### src/rtl/weight_pkg.sv
// Shared definitions for the weight medium and its loader: geometry
// constants and the loader's state encoding.
package weight_pkg;

    localparam int WEIGHT_ADDRS = 24;
    localparam int WEIGHT_WIDTH = 256;

    typedef enum logic [2:0] {
        IDLE,
        COLLECT,
        WRITE,
        WAIT,
        DONE
    } loader_state_t;

endpackage

### src/rtl/byte_packer.sv
// Assembles a byte stream into one WIDTH-bit word, first byte in the LSB lane.
// The word is never cleared: every lane is overwritten once per word.
module byte_packer #(
    parameter int WIDTH = 256
) (
    input  logic             clk,
    input  logic             rst_n,
    input  logic [7:0]       data_byte,
    input  logic             fire,
    input  logic             clear,
    output logic [WIDTH-1:0] word,
    output logic             last
);

    localparam int BYTES = WIDTH / 8;
    localparam int KW    = (BYTES > 1) ? $clog2(BYTES) : 1;

    logic [KW-1:0]    lane_reg;
    logic [BYTES-1:0] lane_hit;
    logic [WIDTH-1:0] word_reg;

    assign last = (lane_reg == KW'(BYTES - 1));
    assign word = word_reg;

    genvar gi;
    generate
        for (gi = 0; gi < BYTES; gi++) begin : g_lane
            assign lane_hit[gi] = fire && (lane_reg == KW'(gi));
        end
    endgenerate

    always_ff @(posedge clk or negedge rst_n) begin
        if (!rst_n) begin
            lane_reg <= '0;
        end else if (clear) begin
            lane_reg <= '0;
        end else if (fire) begin
            lane_reg <= last ? '0 : lane_reg + 1'b1;
        end
    end

    always_ff @(posedge clk or negedge rst_n) begin
        if (!rst_n) begin
            word_reg <= '0;
        end else begin
            for (int i = 0; i < BYTES; i++) begin
                if (lane_hit[i]) begin
                    word_reg[8*i +: 8] <= data_byte;
                end
            end
        end
    end

endmodule

### src/rtl/weight_loader.sv
// Packs a host byte stream into weight words and writes them one at a time
// into weight_medium, waiting for its completion pulse after each write.
module weight_loader
    import weight_pkg::*;
#(
    parameter int ADDRS = WEIGHT_ADDRS,
    parameter int WIDTH = WEIGHT_WIDTH
) (
    input  logic                       clk_in,
    input  logic                       rst_n_in,
    input  logic                       start_in,
    input  logic [$clog2(ADDRS+1)-1:0] count_in,
    input  logic [7:0]                 byte_in,
    input  logic                       byte_valid_in,
    output logic                       byte_ready_out,
    output logic [$clog2(ADDRS)-1:0]   addr_out,
    output logic [WIDTH-1:0]           weight_out,
    output logic                       write_enable_out,
    input  logic                       finished_in,
    output logic                       busy_out,
    output logic                       done_out,
    output logic [$clog2(ADDRS+1)-1:0] words_written_out
);

    localparam int CW = $clog2(ADDRS + 1);
    localparam int AW = $clog2(ADDRS);

    loader_state_t state_reg, state_next;
    logic [CW-1:0] target_reg, target_next;
    logic [CW-1:0] words_reg, words_next;
    logic [AW-1:0] addr_reg, addr_next;
    logic          fire, clear, last;

    // Decoded from state alone so the handshake has no combinational loop.
    assign fire = byte_valid_in && (state_reg == COLLECT);

    byte_packer #(.WIDTH(WIDTH)) u_packer (
        .clk       (clk_in),
        .rst_n     (rst_n_in),
        .data_byte (byte_in),
        .fire      (fire),
        .clear     (clear),
        .word      (weight_out),
        .last      (last)
    );

    always_ff @(posedge clk_in or negedge rst_n_in) begin
        if (!rst_n_in) begin
            state_reg  <= IDLE;
            target_reg <= '0;
            words_reg  <= '0;
            addr_reg   <= '0;
        end else begin
            state_reg  <= state_next;
            target_reg <= target_next;
            words_reg  <= words_next;
            addr_reg   <= addr_next;
        end
    end

    always_comb begin
        state_next       = state_reg;
        target_next      = target_reg;
        words_next       = words_reg;
        addr_next        = addr_reg;
        clear            = 1'b0;
        byte_ready_out   = 1'b0;
        write_enable_out = 1'b0;
        done_out         = 1'b0;
        busy_out         = 1'b1;
        case (state_reg)
            IDLE: begin
                busy_out = 1'b0;
                if (start_in) begin
                    target_next = (count_in > CW'(ADDRS)) ? CW'(ADDRS) : count_in;
                    addr_next   = '0;
                    words_next  = '0;
                    clear       = 1'b1;
                    state_next  = (count_in == '0) ? DONE : COLLECT;
                end
            end
            COLLECT: begin
                byte_ready_out = 1'b1;
                if (fire && last) begin
                    state_next = WRITE;
                end
            end
            WRITE: begin
                write_enable_out = 1'b1;
                state_next       = WAIT;
            end
            WAIT: begin
                if (finished_in) begin
                    words_next = words_reg + 1'b1;
                    // target never exceeds ADDRS, so addr stops at ADDRS-1.
                    if (words_reg + 1'b1 == target_reg) begin
                        state_next = DONE;
                    end else begin
                        addr_next  = addr_reg + 1'b1;
                        state_next = COLLECT;
                    end
                end
            end
            DONE: begin
                done_out   = 1'b1;
                state_next = IDLE;
            end
            default: begin
                state_next = IDLE;
            end
        endcase
    end

    assign addr_out          = addr_reg;
    assign words_written_out = words_reg;

endmodule

### config.mk
export PLATFORM = sky130hd
export DESIGN_NAME = weight_loader
export DESIGN_NICKNAME = d
export VERILOG_FILES = /design/src/rtl/weight_pkg.sv /design/src/rtl/byte_packer.sv /design/src/rtl/weight_loader.sv
export SDC_FILE = /design/constraint.sdc
export NUM_CORES = 1
export LEC_CHECK = 0
export CAP_MARGIN = 20
export CELL_PAD_IN_SITES_DETAIL_PLACEMENT = 1
export CELL_PAD_IN_SITES_GLOBAL_PLACEMENT = 2
export CORE_UTILIZATION = 36
export DETAILED_ROUTE_END_ITERATION = 7
export PLACE_DENSITY = 0.86
export SLEW_MARGIN = 30
export SYNTH_ARGS = -nofsm -noshare
export SYNTH_HDL_FRONTEND = slang
export SYNTH_SLANG_ARGS = --single-unit
### constraint.sdc
create_clock -name clk_in -period 3.3 [get_ports clk_in]
set_input_delay 0.66 -clock clk_in [delete_from_list [all_inputs] [get_ports clk_in]]
set_output_delay 0.66 -clock clk_in [all_outputs]
set_load 0.01 [all_outputs]
# After elaboration in Yosys (flattened, before gate mapping)
# Cells that the tools add are included.
dict set report op_classes {
  n_addsub 3
  multipliers 0
  div_mod_pow 0
  magnitude_cmp 1
  n_eq_ne 40
  shift 0
  n_mux 22
  bitwise_logic 0
  n_reduce_logical 42
}
# operator n
set op_table {}
lappend op_table {{== test 5 bit, second input constant} 16}
lappend op_table {{== test 5 x 4 -> 1 bit, second input constant} 8}
lappend op_table {{two-way mux 5 bit} 8}
lappend op_table {{logical AND 1 bit} 33}
lappend op_table {{== test 5 x 3 -> 1 bit, second input constant} 4}
lappend op_table {{case mux 5 bit (2 select lines)} 2}
lappend op_table {{adder 5 x 1 -> 5 bit, second input constant} 3}
lappend op_table {{two-way mux 3 bit} 5}
lappend op_table {{case mux 3 bit (4 select lines)} 1}
lappend op_table {{== test 5 x 2 -> 1 bit, second input constant} 2}
lappend op_table {{zero test 5 bit} 2}
lappend op_table {{== test 3 x 2 -> 1 bit, second input constant} 2}
lappend op_table {{two-way mux 1 bit} 6}
lappend op_table {{!= test 2 bit, second input constant} 3}
lappend op_table {{AND reduction 3 bit} 2}
lappend op_table {{== test 5 x 1 -> 1 bit, second input constant} 1}
lappend op_table {{== test 5 bit} 1}
lappend op_table {{greater-than comparator 5 bit, second input constant} 1}
lappend op_table {{AND reduction 4 bit} 1}
lappend op_table {{nonzero test 2 bit} 2}
lappend op_table {{== test 3 x 1 -> 1 bit, second input constant} 1}
lappend op_table {{== test 3 bit, second input constant} 1}
lappend op_table {{zero test 3 bit} 1}
lappend op_table {{!= test 2 x 1 -> 1 bit, second input constant} 1}
lappend op_table {{AND reduction 2 bit} 1}
dict set report totals {
  ff_bits 279
  latchBits 0
  ram_bits 0
  mem_bits_ro 0
  in_bits 18
  output_inout_bits 270
  wordCells 145
  n_memories 0
}

# Depth between registers and ports, before layout
# Gate-level depths: netlist (run 1).
dict set report depth {
  ltp_word 5
  depth_mapped 7
  ltp_nobuf 6
}

# By module
# Synthesis (run 1) repeated with hierarchy kept, for this count alone.
dict set report hier_totals {
  hier_cells 739
  area_unflattened_um2 11184.5
}
# module n_inst cells_per_inst area_per_inst_um2 seq_area_each_um2
set modules_own_cells {}
lappend modules_own_cells {byte_packer 1 625 10146.0 6531.3}
lappend modules_own_cells {weight_loader 1 114 1038.5 450.4}

# Worst setup path after synthesis (run 1)
# Ideal clock, no wire load.
dict set report synth_timing {
  path_kind {reg-to-reg}
  startpoint {register u_packer.lane_reg[0]}
  endpoint {register state_reg[0]}
  setup_time_ps 104
  arrival_time_ps 1950
  slack_ps 1246
  stages_incl_launch_ff 8
  path_buffers 1
  cell_sequence {dfrtp_1 > ha_1 > and3_1 > ha_1 > clkbuf_1 > a311oi_1 > o22ai_1 > a221oi_1}
}
dict set report synth_via {
  elab_chain_cells 4
}
# item line
set synth_rtl {}
lappend synth_rtl {{start: declaration} byte_packer.sv:18} ;# logic [KW-1:0] lane_reg;
lappend synth_rtl {{start signal: assignment} byte_packer.sv:38} ;# lane_reg <= last ? '0 : lane_reg + 1'b1;
lappend synth_rtl {{== test 5 bit} byte_packer.sv:22} ;# assign last = (lane_reg == KW'(BYTES - 1));
lappend synth_rtl {{logical AND 1 bit} weight_loader.sv:84} ;# if (fire && last) begin
lappend synth_rtl {{!= test 2 x 1 -> 1 bit (no line)} n/a}
lappend synth_rtl {{AND reduction 3 bit (no line)} n/a}
lappend synth_rtl {{end signal: assignment} weight_loader.sv:54} ;# state_reg <= state_next;
lappend synth_rtl {{end: declaration} weight_loader.sv:28} ;# loader_state_t state_reg, state_next;
# Every way passes these cells.
# A chain may end at the register's enable or synchronous reset.

# Worst setup path in the final report (run 1)
dict set report layout_timing {
  startpoint {register state_reg[0]}
  endpoint {output byte_ready_out}
}
dict set report layout_via {
  elab_chain_cells 2
}
# item line
set layout_rtl {}
lappend layout_rtl {{== test 3 x 1 -> 1 bit} weight_loader.sv:71} ;# case (state_reg)
lappend layout_rtl {{two-way mux 1 bit} weight_loader.sv:71}
lappend layout_rtl {{end: declaration} weight_loader.sv:15} ;# output logic byte_ready_out,
# Every way passes these cells.

==> results of run 1 <==
## logic make-up (layout without fill, tap and decap cells)
logic type | after synthesis | count (layout)
fa+ha+maj | 8 | 8
flops | 279 | 279
compound gates | 21 | 21
mux | 259 | 259
buf+inv | 42 | 357
simple gates | 123 | 123
xor+xnor | 9 | 9
## metal layers
layer | global-route usage | wire (µm) | vias to the layer above
li1 | - | - | 3172
met1 | 0.275 | 13700 | 3777
met2 | 0.343 | 15600 | 197
met3 | 0.0604 | 2320 | 42
met4 | 0.0431 | 571 | 0
met5 | 0 | 0 | -
## cell usage in the layout (no fill, tap or decap), types with 3 or more instances in the layout
cell	count
dfrtp_1	279
bufinv_16	3
inv_1	5
nand2_1	39
nand2b_1	4
mux2_2	251
mux2_1	5
buf_4	8
xnor2_1	5
ha_1	8
nor2_1	13
a21oi_1	4
o21ai_0	9
nor2b_1	4
clkdlybuf4s50_1	283
nor2_2	23
clkbuf_8	9
xor2_1	3
and3_1	5
mux2i_1	3
clkbuf_1	9
buf_2	3
nand3_1	17
clkbuf_16	31
## critical path, stage by stage (launching register included)
cell and delay [ns]:
dfrtp_1 0.57, nand2b_1 0.18, nor2_1 0.12, clkdlybuf4s50_1 0.57
## layout make-up
class	count	area [µm²]	share of cell area
Inverter	6	22.5	0.00147
Clock inverter	5	100	0.00651
Timing Repair Buffer	297	2960	0.193
Tap cell	390	488	0.0317
Multi-Input combinational cell	420	3880	0.253
Clock buffer	49	933	0.0607
Sequential cell	279	6980	0.454
## through the flow
step	cells	hold WS, ns	utilization	area [µm²]
4_1_cts	1446	0.0751	0.515	15400
6_report	1446	0.0579	0.515	15400
3_5_place_dp	1392	0.479	0.480	14300
2_1_floorplan	741	0.364	-	11000
3_3_place_gp	1392	0.468	0.480	14300
5_1_grt	1446	0.101	0.515	15400
## path summary, 6_finish.rpt
path                                from                  to  slack, ns  depth (start not counted)
max in group asynchronous       rst_n_in   u_packer.word[60]       2.32                          2
min                             rst_n_in    u_packer.word[4]       0.06                          1
max                         state_reg[0]      byte_ready_out       0.66                          3
min in group clk_in        target_reg[1]       target_reg[1]       0.49                          2
min reg2reg                target_reg[1]       target_reg[1]       0.49                          2
max reg2reg                 state_reg[0]  u_packer.word[105]       0.79                          5
## power by group through the flow
stage               sequential, W  combinational [W]  clock, W
floorplan                 0.00487            0.00109         0
global placement          0.00466            0.00313         0
detailed placement        0.00468            0.00319         0
CTS                       0.00463            0.00321   0.00359
global route              0.00472            0.00338   0.00374
finish                    0.00462            0.00315   0.00350
==> flow_summary.ini, run 1 <==
[outcome]
status = finished, final reports clean

[timing]
period_share = 0.801
fin_tns_setup_ns = 0
skew_ns = 0.00735
fin_ws_ns = 0.657
tightest_slew_ns = 0.879
setup_viol = 0
period_needed_ns = 2.64
hold_violations = 0
slew_violations = 0
relSlewSlack = 0.414
max_freq_mhz = 378
rsz0062_at_grt = no

[power]
p_sw_w = 0.00317
p_clk_frac = 0.310
ir_drop_mv = 0.366
intPower_w = 0.00811
p_total_w = 0.0113
switching_share = 0.281
power_frac_comb = 0.280
p_per_area_mw_per_mm2 = 734
seq_power_share = 0.410
p_leak_nw = 7.10

[yosys]
synth_top_family_by_area = multiplexers
yosysUniqueCellTypes = 40
ys_ff_latch = 279
synth_compound_area_frac = 0.0116
synthAdderAreaFrac = 0.00908
syn_area_mm2 = 0.0110
synthCells = 741
yosysTopAreaCellShare = 0.633
synth_ff_type = dfrtp_1
synthTopCellsByCount = 279 x dfrtp_1, 251 x mux2_2, 39 x nand2_1, 33 x clkbuf_1, 23 x nor2_2
synthSimpleGateAreaFrac = 0.0589
synth-xor-area-share = 0.00840
post-synth-top-count-cell = dfrtp_1
synth_largest_area_cell = dfrtp_1
ys_async_sr_fraction = 1.00
syn_area_per_cell_um2 = 14.9
synth_edf_count = 0
ys_warn_count = 0
synth_nets = 767
synth_area_leaders = dfrtp_1 63%, mux2_2 26%, nand2_1 1.3%, nor2_2 1.3%, clkbuf_1 1.1%
ys_seq_area_frac = 0.633
synth.mux.area_fraction = 0.264

[grt]
grt-ovfl-total = 0
grt_pass1_vias = 7842
grt_usage = 0.209
antenna_found_initial = 0
grt_max_degree = 81
grt_pass1_wl_mm = 49.6

[floorplan]
io_pins = 288
die_x_um = 177
dieArea_mm2 = 0.0313
die_h_um = 177
core_area_mm2 = 0.0299
start_util = 0.369
rows = 63

[place]
pre_cts_ws_ns = 0.431
gp_congestion = 0.766
numPortBuffers = 287
dp_hpwl_mm = 21.3

[clock_network]
cts.root.buffer_cell = clkbuf_16
cts_max_path_buffers = 3
cts.sinks = 279
post_cts_buffers = 0
cts_resized = 0
cts_made_buffers = 30
h-tree-depth = 1
path_clk_slew_ns = 0.06
clk_latency_ns = 0.55
holdBufCountCts = 0
cts_tree = built

[setup_path]
worstPathRequired_ns = 2.64
setup.worst_path.end_class = output port
crit_type = register to output port
cp.arrival_ns = 1.98
startpoint_type = register
path_max_fanout = 13

[final_layout]
largest_reg_flops = 256
drive_above_1_share = 0.324
n_antenna_cell = 0
final_nets = 1060
fillCellCount = 2963
area_growth_pct = 39.4

[routing]
drc = 0
routedWlPerCell_um = 22.3
routed_wl_mm = 32.2
drtIter0Drc = 218
vias = 7188
vias_per_cell = 4.97
dr.pass1.iters = 4
ant_nets = 0

[hold_path]
hold_path_class = input port to async pin

[run]
cap_violations = 0
(Power assumes the default switching activity.)
==> run 2, diff against run 1 <==
--- a/config.mk
+++ b/config.mk
@@ -8,9 +8,9 @@
 export CAP_MARGIN = 20
 export CELL_PAD_IN_SITES_DETAIL_PLACEMENT = 1
 export CELL_PAD_IN_SITES_GLOBAL_PLACEMENT = 2
-export CORE_UTILIZATION = 36
+export CORE_UTILIZATION = 33
 export DETAILED_ROUTE_END_ITERATION = 7
-export PLACE_DENSITY = 0.86
+export PLACE_DENSITY = 0.8
 export SLEW_MARGIN = 30
 export SYNTH_ARGS = -nofsm -noshare
 export SYNTH_HDL_FRONTEND = slang
==> constraint.sdc (replaced) <==
create_clock -name clk_in -period 2.65 [get_ports clk_in]
set_input_delay 0.53 -clock clk_in [delete_from_list [all_inputs] [get_ports clk_in]]
set_output_delay 0.53 -clock clk_in [all_outputs]
set_load 0.01 [all_outputs]
==> flow_summary.ini, run 2 (synthesized netlist as in run 1, its figures left out) <==
[outcome]
status = finished, final reports clean

[floorplan]
start_util = 0.337
core_area_mm2 = 0.0327
rows = 66
die_x_um = 185
dieArea_mm2 = 0.0341
io_pins = 288
die_h_um = 185

[final_layout]
drive_above_1_share = 0.344
final_cell_mix = 282 x clkdlybuf4s50_1, 279 x dfrtp_1, 251 x mux2_2
final_util = 0.479
layout_commonest_cell = clkdlybuf4s50_1
largest_reg_flops = 256
final_nets = 1077
fillCellCount = 3342
n_antenna_cell = 0
final_cell_area_mm2 = 0.0157
area_growth_pct = 42.2

[routing]
vias_per_cell = 4.77
drtIter0Drc = 246
routed_wl_mm = 33.0
drc = 0
ant_nets = 0
routedWlPerCell_um = 21.7
vias = 7237
dr.pass1.iters = 4

[setup_path]
r2r-start = u_packer.lane_reg[0]
setup.worst_path.end_class = output port
cp.arrival_ns = 1.99
worstPathRequired_ns = 2.12
reg2reg_slack_ns = 0.37
path_max_fanout = 11
crit_type = register to output port
r2r-end = state_reg[0]
startpoint_type = register
reg2reg_depth = 6

[clock_network]
h-tree-depth = 1
cts.sinks = 279
path_clk_slew_ns = 0.06
cts_tree = built
cts.root.buffer_cell = clkbuf_16
clk_latency_ns = 0.55
cts_max_path_buffers = 3
cts_made_buffers = 30
post_cts_buffers = 0

[place]
dp_hpwl_mm = 22.2
gp_congestion = 0.761
placed_cell_area_mm2 = 0.0145
numPortBuffers = 287

[timing]
period_share = 0.952
fin_tns_setup_ns = 0
max_freq_mhz = 396
slew_violations = 0
hold_violations = 0
rsz0062_at_grt = no
skew_ns = 0.0117
setup_viol = 0
relSlewSlack = 0.416
period_needed_ns = 2.52
tightest_slew_ns = 0.876

[power]
p_leak_nw = 7.24
p_total_w = 0.0144
ir_drop_mv = 0.471
p_per_area_mw_per_mm2 = 921

[hold_path]
min-delay-start = u_packer.word[109]
hold_path_class = register to register
hold_end = u_packer.word[109]
whs_path_depth = 1

[run]
cap_violations = 0

[grt]
grt-ovfl-total = 0
grt_max_degree = 75
grt_usage = 0.196
grt_pass1_wl_mm = 50.5
antenna_found_initial = 1
grt_pass1_vias = 7853
==> run 2: cell count changes in the layout (fill, tap and decap cells not counted), moves of 3 or more <==
| cell | change |
|---|---|
| clkbuf_1 | -8 |
| buf_4 | +15 |
| bufinv_16 | +3 |
| clkinv_4 | +3 |
| clkinv_2 | +4 |
==> run 2: stage by stage <==
stage,hold WS [ns],cells,worst slack [ns]
floorplan,0.234,741,0.596
global placement,0.469,1460,0.198
detailed placement,0.478,1460,0.175
CTS,0.499,1517,0.0918
global route,0.516,1517,0.0405
finish,0.502,1517,0.127
==> run 2: area by class of cell <==
class | count | area [µm²] | share of cell area
sequential | 279 | 6980 | 0.445
multi-input combinational | 420 | 3890 | 0.248
timing repair buffer | 314 | 3100 | 0.198
clock buffer | 39 | 876 | 0.0559
tap | 442 | 553 | 0.0353
clock inverter | 17 | 251 | 0.0160
inverter | 6 | 22.5 | 0.00144
==> run 2: worst max-delay path by stage <==
stage / from / end / slack, ns / cells past startpoint
finish: state_reg[2] / write_enable_out / 0.13 / 3
global route: state_reg[2] / write_enable_out / 0.04 / 3
CTS: state_reg[2] / write_enable_out / 0.09 / 3
detailed placement: byte_valid_in / u_packer.word[210] / 0.17 / 5
global placement: byte_valid_in / u_packer.word[184] / 0.20 / 5
floorplan: u_packer.lane_reg[0] / state_reg[0] / 0.60 / 7
==> run 2: worst max-delay path, cell delays in order (launching register included) <==
cell,delay (ns)
dfrtp_1,0.52
nand2b_1,0.24
nor2_1,0.13
clkdlybuf4s50_1,0.56
==> run 2: power breakdown <==
part           internal (W)  leakage (nW)  switching, W
clock network       0.00291         0.554       0.00176
registers           0.00516          3.77      0.000580
logic               0.00230          2.91       0.00172
==> run 2: routing by layer <==
metal	part of all wire	GRT usage	vias up
li1	-	-	3213
met3	0.068	0.0507	36
met5	0	0	-
met1	0.42	0.251	3791
met4	0.016	0.0397	0
met2	0.50	0.333	197
==> run 2: what timing repair did <==
action / 4_1_cts / 5_1_grt
hold buffers: 1 / 0
gates resized for setup: 0 / 1
setup endpoints to repair: 0 / 1
endpoints found under the hold margin: 67 / 0
==> run 3, diff against run 2 <==
--- a/config.mk
+++ b/config.mk
@@ -5,13 +5,15 @@
 export SDC_FILE = /design/constraint.sdc
 export NUM_CORES = 1
 export LEC_CHECK = 0
+export ABC_CLOCK_PERIOD_IN_PS = 3100
 export CAP_MARGIN = 20
 export CELL_PAD_IN_SITES_DETAIL_PLACEMENT = 1
 export CELL_PAD_IN_SITES_GLOBAL_PLACEMENT = 2
-export CORE_UTILIZATION = 33
+export CORE_UTILIZATION = 36
 export DETAILED_ROUTE_END_ITERATION = 7
-export PLACE_DENSITY = 0.8
+export PLACE_DENSITY = 0.86
 export SLEW_MARGIN = 30
 export SYNTH_ARGS = -nofsm -noshare
 export SYNTH_HDL_FRONTEND = slang
 export SYNTH_SLANG_ARGS = --single-unit
+export TNS_END_PERCENT = 10
==> constraint.sdc (replaced) <==
create_clock -name clk_in -period 3.1 [get_ports clk_in]
set_input_delay 0.62 -clock clk_in [delete_from_list [all_inputs] [get_ports clk_in]]
set_output_delay 0.62 -clock clk_in [all_outputs]
set_load 0.01 [all_outputs]
==> flow_summary.ini, run 3 (synthesized netlist as in run 1, its figures left out) <==
[outcome]
status = finished, final reports clean

[final_layout]
final_util = 0.516
final_cell_area_mm2 = 0.0154
drive_above_1_share = 0.331
area_growth_pct = 39.7
layoutNonFillerInstCount = 1452
final_nets = 1066
final_cell_mix = 283 x clkdlybuf4s50_1, 279 x dfrtp_1, 251 x mux2_2
largest_reg_flops = 256
layout_commonest_cell = clkdlybuf4s50_1
n_antenna_cell = 0
fillCellCount = 2963

[clock_network]
cts_made_buffers = 30
cts_resized = 0
h-tree-depth = 1
cts_max_path_buffers = 3
cts_tree = built
path_clk_slew_ns = 0.06
cts.sinks = 279
cts.root.buffer_cell = clkbuf_16
holdBufCountCts = 0
post_cts_buffers = 0
clk_latency_ns = 0.54

[timing]
relSlewSlack = 0.435
rsz0062_at_grt = no
hold_violations = 0
period_needed_ns = 2.65
max_freq_mhz = 377
hold_ws_ns = 0.0230
skew_ns = 0.0100
fin_tns_setup_ns = 0
period_share = 0.856
tightest_slew_ns = 0.848
slew_violations = 0
setup_viol = 0

[setup_path]
crit_type = register to output port
worstPathRequired_ns = 2.48
path_max_fanout = 9
cp.arrival_ns = 2.03
startpoint_type = register
setup.worst_path.end_class = output port

[routing]
vias_per_cell = 4.95
dr.pass1.iters = 4
drc = 0
ant_nets = 0
routed_wl_mm = 32.5
vias = 7181
routedWlPerCell_um = 22.4
drtIter0Drc = 276

[power]
p_leak_nw = 7.12
p_per_area_mw_per_mm2 = 779
ir_drop_mv = 0.591

[floorplan]
rows = 63
core_area_mm2 = 0.0299
io_pins = 288
die_h_um = 177
dieArea_mm2 = 0.0313
start_util = 0.369
die_x_um = 177

[place]
gp_congestion = 0.741
dp_hpwl_mm = 21.7
numPortBuffers = 287
placed_cell_area_mm2 = 0.0144
place_inst = 1398

[grt]
antenna_found_initial = 0
grt-ovfl-total = 0
grt_pass1_wl_mm = 50.2
grt_max_degree = 82
grt_usage = 0.211
grt_pass1_vias = 7975

[hold_path]
hold_path_class = input port to async pin

[run]
cap_violations = 0
==> run 3: through the flow <==
stage | total power, W | setup slack [ns]
2_1_floorplan | 0.00634 | 1.05
3_3_place_gp | 0.00831 | 0.356
3_5_place_dp | 0.00843 | 0.309
4_1_cts | 0.0122 | 0.429
5_1_grt | 0.0126 | 0.340
6_report | 0.0120 | 0.447
==> run 3: cell type report <==
class	instances	area (µm²)	area share
sequential	279	6980	0.453
clock inverter	9	103	0.00666
inverter	6	22.5	0.00146
timing repair buffer	303	3010	0.195
clock buffer	45	918	0.0596
multi-input combinational	420	3880	0.252
tap	390	488	0.0317
==> run 3: worst max-delay path, stage by stage (launching register included) <==
cell and delay [ns]:
dfrtp_1 0.41, buf_4 0.18, nand2b_1 0.17, nor2_1 0.18, clkdlybuf4s50_1 0.57
==> run 3: power by group <==
group / total, W / internal [W] / switching [W] / leakage [nW]
combinational: 0.00344 / 0.00195 / 0.00149 / 2.85
clock: 0.00366 / 0.00220 / 0.00146 / 0.497
sequential: 0.00491 / 0.00441 / 0.000495 / 3.77
total: 0.0120 / 0.00856 / 0.00344 / 7.12
==> run 3: worst paths after layout <==
kind                               startpoint           endpoint  slack, ns  depth (start not counted)
worst max-delay path             state_reg[2]   write_enable_out       0.45                          4
worst min-delay path                 rst_n_in   u_packer.word[2]       0.02                          1
worst max register to register   state_reg[1]  u_packer.word[11]       0.71                          5
worst min register to register  target_reg[2]      target_reg[2]       0.49                          2
max in group asynchronous            rst_n_in  u_packer.word[10]       2.22                          2
min in group clk_in             target_reg[2]      target_reg[2]       0.49                          2
==> run 3: per-layer routing <==
layer / part of all wire / GRT usage / wire length [µm] / up-vias
li1: - / - / - / 3193
met4: 0.020 / 0.0438 / 663 / 0
met3: 0.072 / 0.0597 / 2340 / 38
met2: 0.49 / 0.353 / 16000 / 195
met1: 0.42 / 0.273 / 13500 / 3755
met5: 0 / 0 / 0 / -
